==> src/rtl/est_sync_dualrail_arbiter.sv <==
// Round-robin front-end feeding a dual-rail 2-bit async pipeline through a 4-phase
// return-to-zero handshake, with a synchronized ack and a stuck-pipeline timeout.
module est_sync_dualrail_arbiter #(
    parameter int unsigned SYNC_STAGES = 2,
    parameter int unsigned TIMEOUT     = 255,
    parameter int unsigned CNT_W       = 16
) (
    input  logic       clk,
    input  logic       rst,
    input  logic       req0,
    input  logic [1:0] data0,
    output logic       gnt0,
    input  logic       req1,
    input  logic [1:0] data1,
    output logic       gnt1,
    output logic [3:0] dr_out,
    input  logic       ack_in,
    output logic       busy,
    output logic       last_id,
    output logic       err
);

    typedef enum logic [2:0] {
        IDLE,
        SEND,
        WAIT_HI,
        WAIT_LO,
        ERR
    } state_t;

    localparam logic [CNT_W-1:0] CNT_LAST = CNT_W'(TIMEOUT - 1);

    state_t                 state, state_nxt;
    logic [SYNC_STAGES-1:0] sync_q;
    logic                   ack_s;
    logic [3:0]             dr_q, dr_nxt;
    logic                   gnt0_q, gnt0_nxt;
    logic                   gnt1_q, gnt1_nxt;
    logic [1:0]             cap_q, cap_nxt;
    logic                   last_q, last_nxt;
    logic [CNT_W-1:0]       cnt_q, cnt_nxt;

    // Rails per bit are {t, f}; a zero bit raises the false rail.
    function automatic logic [3:0] encode(input logic [1:0] v);
        return {v[1], ~v[1], v[0], ~v[0]};
    endfunction

    always_ff @(posedge clk) begin
        if (rst) begin
            sync_q <= '0;
        end else begin
            sync_q <= {sync_q[SYNC_STAGES-2:0], ack_in};
        end
    end

    assign ack_s = sync_q[SYNC_STAGES-1];

    always_ff @(posedge clk) begin
        if (rst) begin
            state  <= IDLE;
            dr_q   <= '0;
            gnt0_q <= 1'b0;
            gnt1_q <= 1'b0;
            cap_q  <= '0;
            last_q <= 1'b1;
            cnt_q  <= '0;
        end else begin
            state  <= state_nxt;
            dr_q   <= dr_nxt;
            gnt0_q <= gnt0_nxt;
            gnt1_q <= gnt1_nxt;
            cap_q  <= cap_nxt;
            last_q <= last_nxt;
            cnt_q  <= cnt_nxt;
        end
    end

    always_comb begin
        state_nxt = state;
        dr_nxt    = dr_q;
        gnt0_nxt  = 1'b0;
        gnt1_nxt  = 1'b0;
        cap_nxt   = cap_q;
        last_nxt  = last_q;
        cnt_nxt   = cnt_q;
        case (state)
            IDLE: begin
                dr_nxt = '0;
                // On a tie the requester that did not win last time gets the slot.
                if (req1 && (!req0 || !last_q)) begin
                    gnt1_nxt  = 1'b1;
                    cap_nxt   = data1;
                    last_nxt  = 1'b1;
                    state_nxt = SEND;
                end else if (req0) begin
                    gnt0_nxt  = 1'b1;
                    cap_nxt   = data0;
                    last_nxt  = 1'b0;
                    state_nxt = SEND;
                end
            end
            SEND: begin
                dr_nxt    = encode(cap_q);
                cnt_nxt   = '0;
                state_nxt = WAIT_HI;
            end
            WAIT_HI: begin
                if (ack_s) begin
                    dr_nxt    = '0;
                    cnt_nxt   = '0;
                    state_nxt = WAIT_LO;
                end else if (cnt_q == CNT_LAST) begin
                    dr_nxt    = '0;
                    state_nxt = ERR;
                end else begin
                    cnt_nxt = cnt_q + CNT_W'(1);
                end
            end
            WAIT_LO: begin
                if (!ack_s) begin
                    state_nxt = IDLE;
                end else if (cnt_q == CNT_LAST) begin
                    dr_nxt    = '0;
                    state_nxt = ERR;
                end else begin
                    cnt_nxt = cnt_q + CNT_W'(1);
                end
            end
            ERR: begin
                dr_nxt = '0;
            end
            default: begin
                dr_nxt    = '0;
                state_nxt = IDLE;
            end
        endcase
    end

    assign dr_out  = dr_q;
    assign gnt0    = gnt0_q;
    assign gnt1    = gnt1_q;
    assign last_id = last_q;
    assign busy    = (state != IDLE);
    assign err     = (state == ERR);

endmodule

==> config.mk <==
export PLATFORM = sky130hd
export DESIGN_NAME = est_sync_dualrail_arbiter
export DESIGN_NICKNAME = d
export VERILOG_FILES = /design/src/rtl/est_sync_dualrail_arbiter.sv
export SDC_FILE = /design/constraint.sdc
export NUM_CORES = 1
export LEC_CHECK = 0
export ABC_AREA = 1
export CORE_ASPECT_RATIO = 0.9
export CORE_MARGIN = 8
export CORE_UTILIZATION = 60
export CTS_BUF_LIST = sky130_fd_sc_hd__clkbuf_8
export CTS_CLUSTER_DIAMETER = 40
export DETAILED_ROUTE_END_ITERATION = 10
export DONT_BUFFER_PORTS = 1
export GPL_ROUTABILITY_DRIVEN = 0
export PLACE_DENSITY_LB_ADDON = 0.15
export SLEW_MARGIN = 20
export SYNTH_ARGS = -nofsm -noshare
export SYNTH_HDL_FRONTEND = slang
export SYNTH_SLANG_ARGS = --single-unit
==> constraint.sdc <==
create_clock -name clk -period 3 [get_ports clk]
set_input_delay 0.6 -clock clk [delete_from_list [all_inputs] [get_ports clk]]
set_output_delay 0.6 -clock clk [all_outputs]
set_load 0.05 [all_outputs]
[Word-level counts from Yosys, hierarchy flattened]
Cells that the tools add are included.
Storage, ports and cells
  flip-flop bits (word level): 30
  input bits: 9
  output and inout bits: 9
  word-level logic and storage cells: 53
Operators by class
  add/subtract/negate cells: 1
  equal/unequal tests: 7
  mux-type cells: 20
  bitwise operators: 4
  reductions and logical operators: 13
Operator list (number)
  $mux W16: 3
  $pmux W16 S3: 1
  $add A16 B1 Y16 const B: 1
  $eq A16 B8 Y1 const B: 1
  $mux W3: 5
  $pmux W3 S5: 1
  $mux W4: 3
  $pmux W4 S3: 1
  $eq A3 B2 Y1 const B: 2
  $reduce_and A2 Y1: 3
  $reduce_bool A3 Y1: 2
  $mux W1: 4
  $mux W2: 2
  $not A1 Y1: 4
  $eq A3 B1 Y1 const B: 1
  $eq A3 B3 Y1 const B: 1
  $logic_not A3 Y1: 1
  $ne A3 B3 Y1 const B: 1
  $reduce_or A3 Y1: 1
  $logic_not A1 Y1: 2
  $ne A2 B2 Y1 const B: 1
  $reduce_bool A2 Y1: 1
  $reduce_or A2 Y1: 1
  $logic_and A1 B1 Y1: 1
  $logic_or A1 B1 Y1: 1

[Longest topological paths before layout]
Gate-level depths: netlist (run 1).
  depth in word-level cells: 5
  gate-level depth with buffers: 11

[Worst setup path before layout (run 1)]
OpenSTA, ideal clock, no wires.
  path kind: register -> register
  start point: register last_q, in the netlist last_id
  end point: register cap_q[0]
  setup time: 116 ps
  data arrival time: 1525 ps
  required time: 2884 ps
  path slack: 1359 ps
  stages on the path, launching flop included: 7
  period minus slack after synthesis: 1641 ps
  cells stage by stage: dfxtp_1 > inv_1 > o21ai_0 > nor2_1 > inv_1 > nand2_1 > o211a_1
Between the ends
  longest elaborated chain between the ends: 5
  elaborated cells between the ends (all ways): 6
  those cells by class: mux: 1; reduce/logical: 5
RTL lines
  start, declared: line 40  | logic last_q, last_nxt;
  start signal, assigned: line 73  | last_q <= last_nxt;
  $logic_not A1 Y1 (*): line 90  | if (req1 && (!req0 || !last_q)) begin
  $logic_or A1 B1 Y1 (*): line 90
  $logic_and A1 B1 Y1 (*): line 90
  $reduce_bool A2 Y1 (no line)
  $reduce_and A2 Y1 (no line)
  end signal, assigned: line 72  | cap_q <= cap_nxt;
  end, declared: line 39  | logic [1:0] cap_q, cap_nxt;
Every way passes the cells marked *; elsewhere a longest branch is shown, timed or not.
A chain may end at the register's enable or synchronous reset.

[Final worst setup path (run 1)]
  start point: register state[0]
  end point: output port err
Between the ends
  longest elaborated chain between the ends: 1
RTL lines
  start, declared: line 33  | state_t state, state_nxt;
  start signal, assigned: line 68  | state <= state_nxt;
  $eq A3 B3 Y1: line 144  | assign err = (state == ERR);
  end, declared: line 20  | output logic err
Every way passes these cells.

==> metrics.md, run 1 <==
| Metric | Value |
|---|---|
| Number of placed I/O pins | `18` |
| First DRT Iteration DRCs | `slightly below 90` |
| Max_slew headroom | `roughly 63%` |
| Post-CTS setup buffer count | `0` |
| Ranking of synthesized cells by area | `dfxtp_1, nor2_1, nand2_1, nand3_1, inv_1` |
| First-pass GRT wire length | `between 5000 and 6000 um` |
| Die Y | `around 65 um` |
| Via density | `5.51` |
| Max incr delay on CP | `approximately 0.35 ns` |
| Post-route ant nets | `0` |
| Skew-Pair Late Insertion Delay | `0.29 ns` |
| CTS buffer count | `5` |
| Crit-path max FO | `6` |
| Post-place setup slack | `1.18 ns` |
| Fin area | `0.00166 mm^2` |
| CP startpoint kind | `flip-flop` |
| Synth top area share | `a little under two fifths` |
| Hold Vio Cnt, Final | `0` |
| Multi-input logic area | `832 um^2` |
| Layout cells sized above 1 | `between 10% and 20%` |
| Final worst slack | `approximately 1.1 ns` |
| Worst path cell trace | `nor2_1 > nand2_1 > inv_1` |
| Count of cell types in the netlist | `28` |
| Slew @ Worst Pin | `around 0.56 ns` |
| Synth Warn # | `0` |
| P&R area growth vs syn | `4.83%` |
| CTS Hold Bufs | `0` |
| Worst hold path type | `input pin to flip-flop` |
| Wirelength per Cell | `about 13 um` |
| Initial Utilization | `around 64%` |
| P_leak | `roughly 0.00072 uW` |
| Die area | `0.00453 mm^2` |
| Final Skew | `about 0.0062 ns` |
| DP Area | `about 0.0016 mm^2` |
| FF+latch area | `601 um^2` |
| Detailed Place HPWL | `roughly 2500 um` |
| GRT overflow | `0` |
| CTS Buffer Depth | `2` |
| Register area share after synthesis | `roughly two fifths` |
| Largest net degree at the start of global routing | `13` |
| Cell area power density | `roughly 560 mW/mm^2` |
| Most Used Layer, Global Route | `met2` |
| Crit-path leading delay family | `flip-flops` |
| Syn avg cell area | `around 7 um^2` |
| Post-cts sizing count | `0` |
| Row count | `17` |
| Power Total | `approximately 930 uW` |
| Maximum vdd drop | `approximately 0.45 mV` |
| Met2 global-route usage | `between 20% and 30%` |
| Synthesized Nets | `between 200 and 250` |
| Final period util | `a little over three fifths` |
| WS Path Type | `flip-flop to primary output` |
| Diodes inserted | `0` |
| Clock-pin slew on the worst setup and hold paths | `around 0.060 ns` |
| Critical Path Sink Type | `primary output` |
| Fin. max-slew vios | `0` |
| CP bufs+invs | `1` |
| Vias | `around 1400` |
| Post-synth design cell area | `0.00158 mm^2` |
| CTS tree | `yes` |
| Max Fclk | `534 MHz` |
| Count of endpoints failing setup in the final report | `0` |
| Status | `completed` |
| Hold slack | `0.378 ns` |
| Fillers | `roughly 220` |
| Critical Path Slowest Stage Cell | `dfxtp_1` |
| Nets | `246` |
| Met3 Resource Use GR | `under 10%` |
| H-tree Lvls | `2` |
| Setup TNS | `0 ns` |
| Die width | `about 70 um` |
| GRT Resource Usage Total | `approximately 15%` |
| Wirelength, routed | `about 3400 um` |
| CTS Sinks | `30` |
| FF+latch count, synth | `30` |
| DRC viols | `0` |
| # Max-Cap Violations | `0` |
| Worst Path Arrival | `about 1.3 ns` |
| Pre-Repair DR Iteration Count | `4` |
| Min Tclk post-route | `roughly 1.9 ns` |
| Vias in the first global route | `1317` |
| Core box area | `between 0.002 and 0.0025 mm^2` |
| Synth Instances | `between 200 and 250` |
| CP Data Required Time | `approximately 2.4 ns` |
| Met1 Use GR | `approximately 19%` |
| Number of antenna violations at the first check in global routing | `0` |
| IO Port Bufs | `0` |
| Root buffer cell | `clkbuf_8` |
| RSZ-0062 raised after global routing | `false` |
| Cell taking the most area after synthesis | `dfxtp_1` |
[logic make-up (layout without fill, tap and decap cells)]
family,Yosys count,count (layout),share of synthesized area [%]
AND/OR/NAND/NOR,136,136,38.9
adder cells (fa/ha/maj),2,2,1.58
buffers and inverters,34,37,9.34
flip-flops,30,30,38.0
XOR/XNOR,3,3,1.66
AO/OA/AOI/OAI,27,27,10.5
[cell type report]
cell class	instances	share of cell area, %
multi-input cells	168	50.2
flip-flops and latches	30	36.3
inverters	30	6.80
clock buffers	5	4.15
well taps	28	2.11
clock inverters	2	0.453
[per-layer routing]
| layer | vias to the layer above | share of wire [%] |
|---|---|---|
| li1 | 744 | - |
| met1 | 660 | 46 |
| met2 | 39 | 44 |
| met3 | 5 | 9.0 |
| met4 | 0 | 1.5 |
| met5 | - | 0 |
[per-stage QoR]
stage	std cells	utilization, %
5_1_grt	263	67.1
3_3_place_gp	256	64.0
4_1_cts	263	67.1
6_report	263	67.1
3_5_place_dp	256	64.0
2_1_floorplan	232	-
[cells in the mapped netlist (all sizes together)]
library cell,count
nor2,56
nand2,49
dfxtp,30
inv,30
nand3,22
a21oi,11
o21ai,9
buf,4
nand4,4
xor2,3
a31oi,2
ha,2
nor3,2
o211a,2
o21bai,2
or2,2
nor3b,1
o211ai,1
[registers in the layout (all words and copies together) (netlist names)]
register and cells:
state 3, last_id 1, cnt_q 16, cap_q 2, sync_q 2, dr_out 4, gnt1 1, gnt0 1
[placed cells by master, fill, tap and decap left out, drive strengths merged, types with 2 or more instances in the layout]
cell type	instances
nand4	4
xor2	3
a21oi	11
nand2	49
nor3	2
nor2	56
a31oi	2
o21bai	2
o211a	2
o21ai	9
or2	2
nand3	22
dfxtp	30
inv	32
ha	2
clkbuf	5
[worst paths after layout]
check / startpoint / endpoint / slack [ns] / cells after the start
worst max-delay path: state[0]$_SDFFE_PP0P_ / err / 1.13 / 3
worst min-delay path: rst / gnt1$_SDFF_PP0_ / 0.38 / 1
worst max register to register: last_id$_SDFFE_PP1P_ / cap_q[0]$_SDFFE_PP0P_ / 1.17 / 6
worst min register to register: sync_q[0]$_SDFF_PP0_ / sync_q[1]$_SDFF_PP0_ / 0.41 / 2
[worst register-to-register path, cell delays in order, from the launching register on]
cell,delay [ns]
dfxtp_1,0.64
inv_1,0.12
o21ai_0,0.42
nor2_1,0.08
inv_1,0.12
nand2_1,0.13
o211a_1,0.23
[where the power goes]
| part | internal [uW] | switching (uW) |
|---|---|---|
| clock | 152 | 144 |
| combinational | 47.8 | 111 |
| sequential | 424 | 54.5 |
(Power assumes the default switching activity.)
==> inputs of run 2 (changes only) <==
Settings changed: CORE_UTILIZATION 60 to 59.
Clock period 3 ns to 1.65 ns, I/O delays scaled along.
==> run 2 against run 1 <==
Compared with the run above:
- sequential power is 79% higher
- core utilization is 3.3 points higher
- final cell count is 3.0% higher
- clock power is 140% higher
- via count is 1.9% higher
- critical endpoint is now busy
- largest cell class unchanged
==> metrics.md, run 2 (synthesis gave the netlist of run 1 again) <==
| Metric | Value |
|---|---|
| Number of placed I/O pins | `18 (unchanged)` |
| Wirelength per Cell | `13.0 um (+0.81%)` |
| Worst Hold Depth | `1 (unchanged)` |
| P&R area growth vs syn | `11.0%` |
| Met3 WL post-DR | `221 um (-27%)` |
| Reg2Reg Depth | `8 (+2)` |
| # Max-Cap Violations | `0 (unchanged)` |
| Post-placement cell count | `262 (+2.3%)` |
| Status | `completed` |
| WS Path Type | `flip-flop to primary output` |
| H-tree Lvls | `2 (unchanged)` |
| GRT Resource Usage Total | `16.2% (+0.91 points)` |
| Vias | `1476 (+1.9%)` |
| Fin. max-slew vios | `0 (unchanged)` |
| Die Y | `65.1 um (+0.63%)` |
| Slew @ Worst Pin | `0.519 ns (-0.0394 ns)` |
| Met2 routed WL | `1560 um (+5.5%)` |
| GRT overflow | `0 (unchanged)` |
| Fin cells | `271 (+3.0%)` |
| Top layer reached by signal wires | `met4` |
| Wire length on met1 | `1670 um (+7.9%)` |
| Root buffer cell | `clkbuf_8` |
| Core box area | `0.00249 mm^2 (+0.86%)` |
| Final period util | `between 90% and 100%` |
| Nets | `253 (+2.8%)` |
| CP startpoint kind | `flip-flop` |
| Number of antenna violations at the first check in global routing | `0 (unchanged)` |
| Row count | `17 (unchanged)` |
| Vias in the first global route | `1404 (+6.6%)` |
| Commonest non-fill, non-tap cell in the layout | `nor2_1` |
| CTS buffer count | `5 (unchanged)` |
| Min Tclk post-route | `~1.5 ns` |
| CP Data Required Time | `1.32 ns (-1.08 ns)` |
| Fillers | `213 (-4.5%)` |
| CTS tree | `yes` |
| CTS Sinks | `30 (unchanged)` |
| Final Skew | `0.00655 ns (+0.000392 ns)` |
| Worst hold path type | `input pin to flip-flop` |
| Post-route ant nets | `0 (unchanged)` |
| Detailed Place HPWL | `2570 um (+1.8%)` |
| Hold Vio Cnt, Final | `0 (unchanged)` |
| Via density | `5.45 (-1.1%)` |
| Critical Path Sink Type | `primary output` |
| Die width | `70.6 um (+0.65%)` |
| Pre-Repair DR Iteration Count | `4 (unchanged)` |
| Wirelength, routed | `3510 um (+3.9%)` |
| Maximum vdd drop | `0.965 mV (+110%)` |
| Diodes inserted | `0 (unchanged)` |
| Top reg by flops | `cnt_q` |
| Initial Utilization | `63.5% (-0.55 points)` |
| Layout cells sized above 1 | `16.9% (+5.8 points)` |
| Worst Path Arrival | `1.20 ns (-0.07 ns)` |
| CTS Buffer Depth | `2 (unchanged)` |
| Max_slew headroom | `65.4% (+2.7 points)` |
| First-pass GRT wire length | `6150 um (+9.6%)` |
| Skew-Pair Late Insertion Delay | `0.28 ns (about the same)` |
| Cell area power density | `1100 mW/mm^2 (+94%)` |
| Final core utilization | `70.5% (+3.3 points)` |
| Clock-pin slew on the worst setup and hold paths | `0.07 ns (about the same)` |
| Largest net degree at the start of global routing | `13 (unchanged)` |
| IO Port Bufs | `0 (unchanged)` |
| First DRT Iteration DRCs | `152 (+73%)` |
| DRC viols | `0 (unchanged)` |
| Most frequent cells in the layout | `nor2_1, nand2_1, dfxtp_1` |
| Count of endpoints failing setup in the final report | `0 (unchanged)` |
| Crit-path max FO | `6 (unchanged)` |
| Die area | `0.00459 mm^2 (+1.3%)` |
| Max Fclk | `between 600 and 700 MHz` |
| Max reg flops | `16 (unchanged)` |
| P_leak | `0.000752 uW (+4.9%)` |
==> run 2: worst max-delay path, cell delays in order (launching register included) <==
cell and delay, ns:
dfxtp_1 0.35, nor2_1 0.19, nand2_1 0.15, buf_4 0.22
==> run 2: metal layers <==
layer	vias up	GRT usage, %
li1	759	-
met1	671	21.2
met2	39	23.7
met3	7	5.11
met4	0	7.62
met5	-	0
==> run 2: where the power goes <==
part	switching, uW	internal [uW]
sequential	82.9	772
combinational	227	122
clock	275	443
==> run 2: final timing paths <==
kind | startpoint | end | slack [ns]
min reg2reg | sync_q[0]$_SDFF_PP0_ | sync_q[1]$_SDFF_PP0_ | 0.42
max | state[0]$_SDFFE_PP0P_ | busy | 0.12
max reg2reg | cnt_q[1]$_SDFFE_PP0P_ | cnt_q[10]$_SDFFE_PP0P_ | 0.12
min | rst | dr_out[3]$_SDFFE_PP0P_ | 0.11
==> run 2: area by class of cell <==
type | instances | area (um^2) | area share (%)
Clock buffer | 5 | 68.8 | 3.92
Clock inverter | 3 | 40.0 | 2.28
Inverter | 30 | 116 | 6.63
Multi-Input combinational cell | 168 | 840 | 47.9
Sequential cell | 30 | 602 | 34.3
Tap cell | 28 | 35.0 | 2.00
Timing Repair Buffer | 7 | 52.6 | 3.00
==> run 2: metrics by stage <==
step	total power [uW]	instance area (um^2)	hold WS (ns)	TNS, ns	setup WS [ns]
after global routing	2010	1750	0.0970	-0.0137	-0.0137
after floorplan	1130	1580	0.388	0	0.00897
after global placement	1190	1630	0.401	0	0.147
after detailed placement	1200	1630	0.402	0	0.0761
final	1920	1750	0.107	0	0.119
after CTS	1920	1730	0.101	0	0.0484
==> run 2: what timing repair did <==
| item | 4_1_cts | 5_1_grt |
|---|---|---|
| hold buffers | 0 | 0 |
| buffers inserted | 0 | 1 |
| endpoints found under the hold margin | 0 | 0 |
| endpoints found under the setup margin | 0 | 11 |
| resized for setup | 0 | 5 |
==> variant 1: new RTL, settings of run 2 <==
`dr_q` no longer has a reset.
--- a/src/rtl/est_sync_dualrail_arbiter.sv
+++ b/src/rtl/est_sync_dualrail_arbiter.sv
@@ -60,3 +60,2 @@
             state  <= IDLE;
-            dr_q   <= '0;
             gnt0_q <= 1'b0;
@@ -68,3 +67,2 @@
             state  <= state_nxt;
-            dr_q   <= dr_nxt;
             gnt0_q <= gnt0_nxt;
@@ -75,2 +73,6 @@
         end
+    end
+
+    always_ff @(posedge clk) begin
+        dr_q <= dr_nxt;
     end
Check against the original RTL: differs if rst is asserted again (counterexample within 4 cycles, from zero or initial values and one cycle with rst high); with rst held inactive, the same outputs for 10 cycles.
==> variant 1 against run 2 <==
Area after synthesis decreased by 3.4%; critical path depth increased by 2; routed wire length fell by 8.1%; sequential cell count stayed put; die area decreased by 2.6%; design area shrank 1.6%; combinational power increased by 77%; total power increased by 15%; cell count down 4.1%; non-clock buffer count increased by 3; setup slack got worse by 36 ps; global-route usage decreased by 1.7 points; largest power group unchanged.
==> variant 1: results (changes against run 2) <==
| Metric | Value |
|---|---|
| Layout cell share with drive strength beyond 1 | 15.09% (-1.8 points) |
| Starting DRT DRC Count | 149 (-2.0%) |
| Total track usage | 14.48% (-1.7 points) |
| Largest net degree at the start of global routing | 16 (+3) |
| Vias per inst | 5.246 (-3.7%) |
| CP max-delay cell | dfxtp_2 |
| Worst-path fanout max | 5 (-1) |
| Status | finished, final reports clean |
| Syn nets | 226 (-7.0%) |
| EDFF count, synth | 4 (+4) |
| Reg2reg start | state[0] |
| First-pass GRT wire length | 5264 um (-14%) |
| CTS H-tree depth | 2 (unchanged) |
| Mean post-synth cell area | 7.100 sq um (+4.2%) |
| Max VDD drop | 1.304 mV (+35%) |
| Worst Hold Path EP | state[2] |
| Mean routed wirelength per cell | 12.43 um (-4.2%) |
| Worst slew margin | 66.09% (+0.72 points) |
| Synth area leaders | dfxtp_1 (34%), nor2_1 (9.8%), nand2_1 (8.9%) |
| Worst path arrival time | 1240 ps (+40 ps) |
| R2R Path End | cnt_q[2] |
| HPWL after detailed placement | 2432 um (-5.5%) |
| Commonest cells post-synth | nor2_1 (40), nand2_1 (36), inv_1 (32) |
| Static Leak | 0.7322 nW (-2.6%) |
| Number of global-route vias before repair | 1,220 (-13%) |
| Fill cell count | 195 (-8.5%) |
| Vias | 1,364 (-7.6%) |
| CTS root buffer | clkbuf_8 |
| Placed Instances | 246 (-6.1%) |
| Hold slack | 116.3 ps (+8.966 ps) |
| Final setup violation count | 0 (unchanged) |
| Final nets | 242 (-4.3%) |
[variant 1: cell types whose count changed in the layout (fill, tap and decap cells not counted), sizes merged, moves of 2 or more]
cell           run 2  this run
nor2              56        48
nand3             22        19
xor2               3         0
inv               29        34
o211a              2         0
dfxtp             30        26
or2                2         0
nand2             49        40
o21ai              9        18
a21oi             11        13
nand4              4         2
buf                7        10
edfxtp             0         4
[variant 1: area by class of cell]
cell class	instances	area share, %
clock buffers	5	3.988
inverters	33	7.179
clock inverters	3	0.7977
multi-input cells	151	44.45
well taps	28	2.030
repair buffers	10	4.351
flip-flops and latches	30	37.20
[variant 1: repair_timing]
action,CTS,global route
gates resized for setup,0,4
setup endpoints to repair,0,14
setup buffers,0,5
[variant 1: metrics by stage]
step	setup WS, ps	instance area, sq um
floorplan	145.3	1526
global placement	97.65	1583
detailed placement	65.47	1583
CTS	26.82	1665
global route	-14.55	1725
finish	83.10	1725
[variant 1: worst max-delay path by stage]
stage / startpoint / to / slack (ps) / cells after the start
6_report: state[1] / busy / 80 / 5
5_1_grt: state[0] / cnt_q[2] / -10 / 9
4_1_cts: state[1] / busy / 30 / 5
3_5_place_dp: cnt_q[0] / cnt_q[7] / 70 / 10
3_3_place_gp: cnt_q[0] / cnt_q[12] / 100 / 8
2_1_floorplan: state[2] / err / 150 / 2
[variant 1: per-layer routing]
layer	GRT usage, %	wire length [um]
met1	17.01	1498
met2	22.32	1481
met3	6.636	214
met4	6.266	36
met5	0	0
[variant 1: logic make-up after synthesis]
logic type,after synthesis,share of synthesized area (%)
AND/OR/NAND/NOR,111,33.20
AO/OA/AOI/OAI,36,13.44
buffers and inverters,35,9.180
flip-flops,30,41.97
adder cells (fa/ha/maj),2,1.639
XOR/XNOR,1,0.5739
[variant 1: critical path, delay by kind of cell (launching register included)]
family	cells	cell delay [ps]
flops	1	340
buf+inv	3	400
simple gates	2	200
[variant 1: power groups by stage]
stage,registers (mW),logic [mW],clock network (mW)
floorplan,1.07,0.399,0
global placement,1.06,0.512,0
detailed placement,1.07,0.530,0
CTS,1.05,0.530,0.553
global route,1.06,0.682,0.598
finish,1.05,0.617,0.545
==> variant 2: new RTL, config.mk and constraints of run 2 <==
Made on the original files. Change the parameter `SYNC_STAGES` from 2 to 4.
--- a/src/rtl/est_sync_dualrail_arbiter.sv
+++ b/src/rtl/est_sync_dualrail_arbiter.sv
@@ -3,3 +3,3 @@
 module est_sync_dualrail_arbiter #(
-    parameter int unsigned SYNC_STAGES = 2,
+    parameter int unsigned SYNC_STAGES = 4,
     parameter int unsigned TIMEOUT     = 255,
Formal check against the unedited RTL: not equivalent (Yosys sat finds a counterexample within 4 cycles, from zero or initial values and one cycle with rst high).
==> variant 2 against run 2 <==
Design area grew 1.4%; setup slack lost 23 ps; clock power shrank 11%; area after synthesis shrank 0.87%; worst hold slack lost 5.0 ps; sequential cell count grew 2; sequential power grew 5.3%; total power shrank 1.1%; sequential share of layout area grew 1.9 points; largest cell class unchanged; routed wire length shrank 3.0%.
==> variant 2: results (changes against run 2) <==
| Metric | Value |
|---|---|
| Synth area leaders | dfxtp_1 (41%), nand2_1 (11%), inv_1 (8.9%) |
| GRT met2 Usage | 22.26% (-1.5 points) |
| Mean routed wirelength per cell | 12.81 um (-1.2%) |
| Sequential fraction of the synthesis area | 40.89% (+2.9 points) |
| CTS clock-pin slew for the worst setup and hold paths | ~60 ps |
| HPWL after detailed placement | 2474 um (-3.9%) |
| Placed Instances | 259 (-1.1%) |
| Post-Synth XOR/XNOR Area | 0.5591% (-1.1 points) |
| Register-to-Register Path Depth | 10 (+2) |
| CP peak stage delay | 410 ps (+60 ps) |
| Netlist cell types | 27 (-3.6%) |
| Fill cell count | 202 (-5.2%) |
| Total track usage | 15.12% (-1.1 points) |
| Layout Cells excl Fill | 266 (-1.8%) |
| Vias per inst | 5.429 (-0.33%) |
| Largest net degree at the start of global routing | 15 (+2) |
| Commonest cells post-synth | nand2_1 (47), inv_1 (37), dfxtp_1 (32), nor2_1 (32), a21oi_1 (13) |
| First-pass GRT wire length | 5844 um (-4.9%) |
| M3 GR Usage | 6.545% (+1.4 points) |
| Status | finished, final reports clean |
| Static Leak | 0.7605 nW (+1.1%) |
| Slew @ Worst Pin | 517.3 ps (-1.563 ps) |
| Max Clock Skew | 4.894 ps (-1.658 ps) |
| Compound-gate portion of the synthesized area | 12.30% (+1.8 points) |
| Final nets | 249 (-1.6%) |
| Number of global-route vias before repair | 1,382 (-1.6%) |
| Worst-path fanout max | 5 (-1) |
| Gate Count Post-Synth | 228 (-1.7%) |
| Setup WS pre-CTS | -70.46 ps (-146.5 ps) |
-- variant 2: cell count changes after synthesis, sizes merged, moves of 3 or more --
cell and delta:
nand2 +3, nand3 -10, inv +9, o21ai +7, nor2 -21, nor3 +8
-- variant 2: final timing paths --
path	from	to	slack (ps)
max	state[0]	busy	100
min	rst	state[1]	100
max reg2reg	cnt_q[0]	cnt_q[14]	110
min reg2reg	sync_q[0]	sync_q[1]	400
-- variant 2: cell type report --
type                       count  area, sq um  share of cell area (%)
multi-input combinational    154        812.0                   45.67
sequential                    32        643.1                   36.17
inverter                      39        146.4                   8.234
clock buffer                   7        96.34                   5.419
timing repair buffer           6        45.04                   2.533
tap                           28        35.03                   1.970
-- variant 2: timing repair --
action                                  in CTS  in global routing
endpoints found under the setup margin       9                 16
setup buffers                                0                  0
pin swaps                                    0                  0
cloned                                       0                  0
gates resized for setup                      3                 12
-- variant 2: report_power, final --
| group | leakage (nW) | internal (mW) | total [mW] | switching, mW |
|---|---|---|---|---|
| logic | 0.449 | 0.111 | 0.362 | 0.251 |
| registers | 0.261 | 0.821 | 0.900 | 0.0787 |
| clock network | 0.0503 | 0.371 | 0.639 | 0.268 |
| total | 0.761 | 1.30 | 1.90 | 0.597 |
-- variant 2: logic make-up after synthesis --
kind of cell / count (synthesis)
adders and majority gates: 2
and+or+nand+nor: 116
buffers and inverters: 42
DFF: 32
AOI/OAI and AO/OA: 35
xor gates and xnor gates: 1
-- variant 2: routing by layer --
metal / up-vias / routed length (um) / part of all wire [%]
li1: 742 / - / -
met1: 648 / 1577 / 46
met2: 52 / 1485 / 44
met3: 2 / 324 / 9.5
met4: 0 / 19 / 0.56
met5: - / 0 / 0
-- variant 2: critical path: cells and delay by family, from the launching register on --
family,cells,cell delay [ps]
buffers and inverters,3,350
AND/OR/NAND/NOR,2,190
flip-flops,1,410
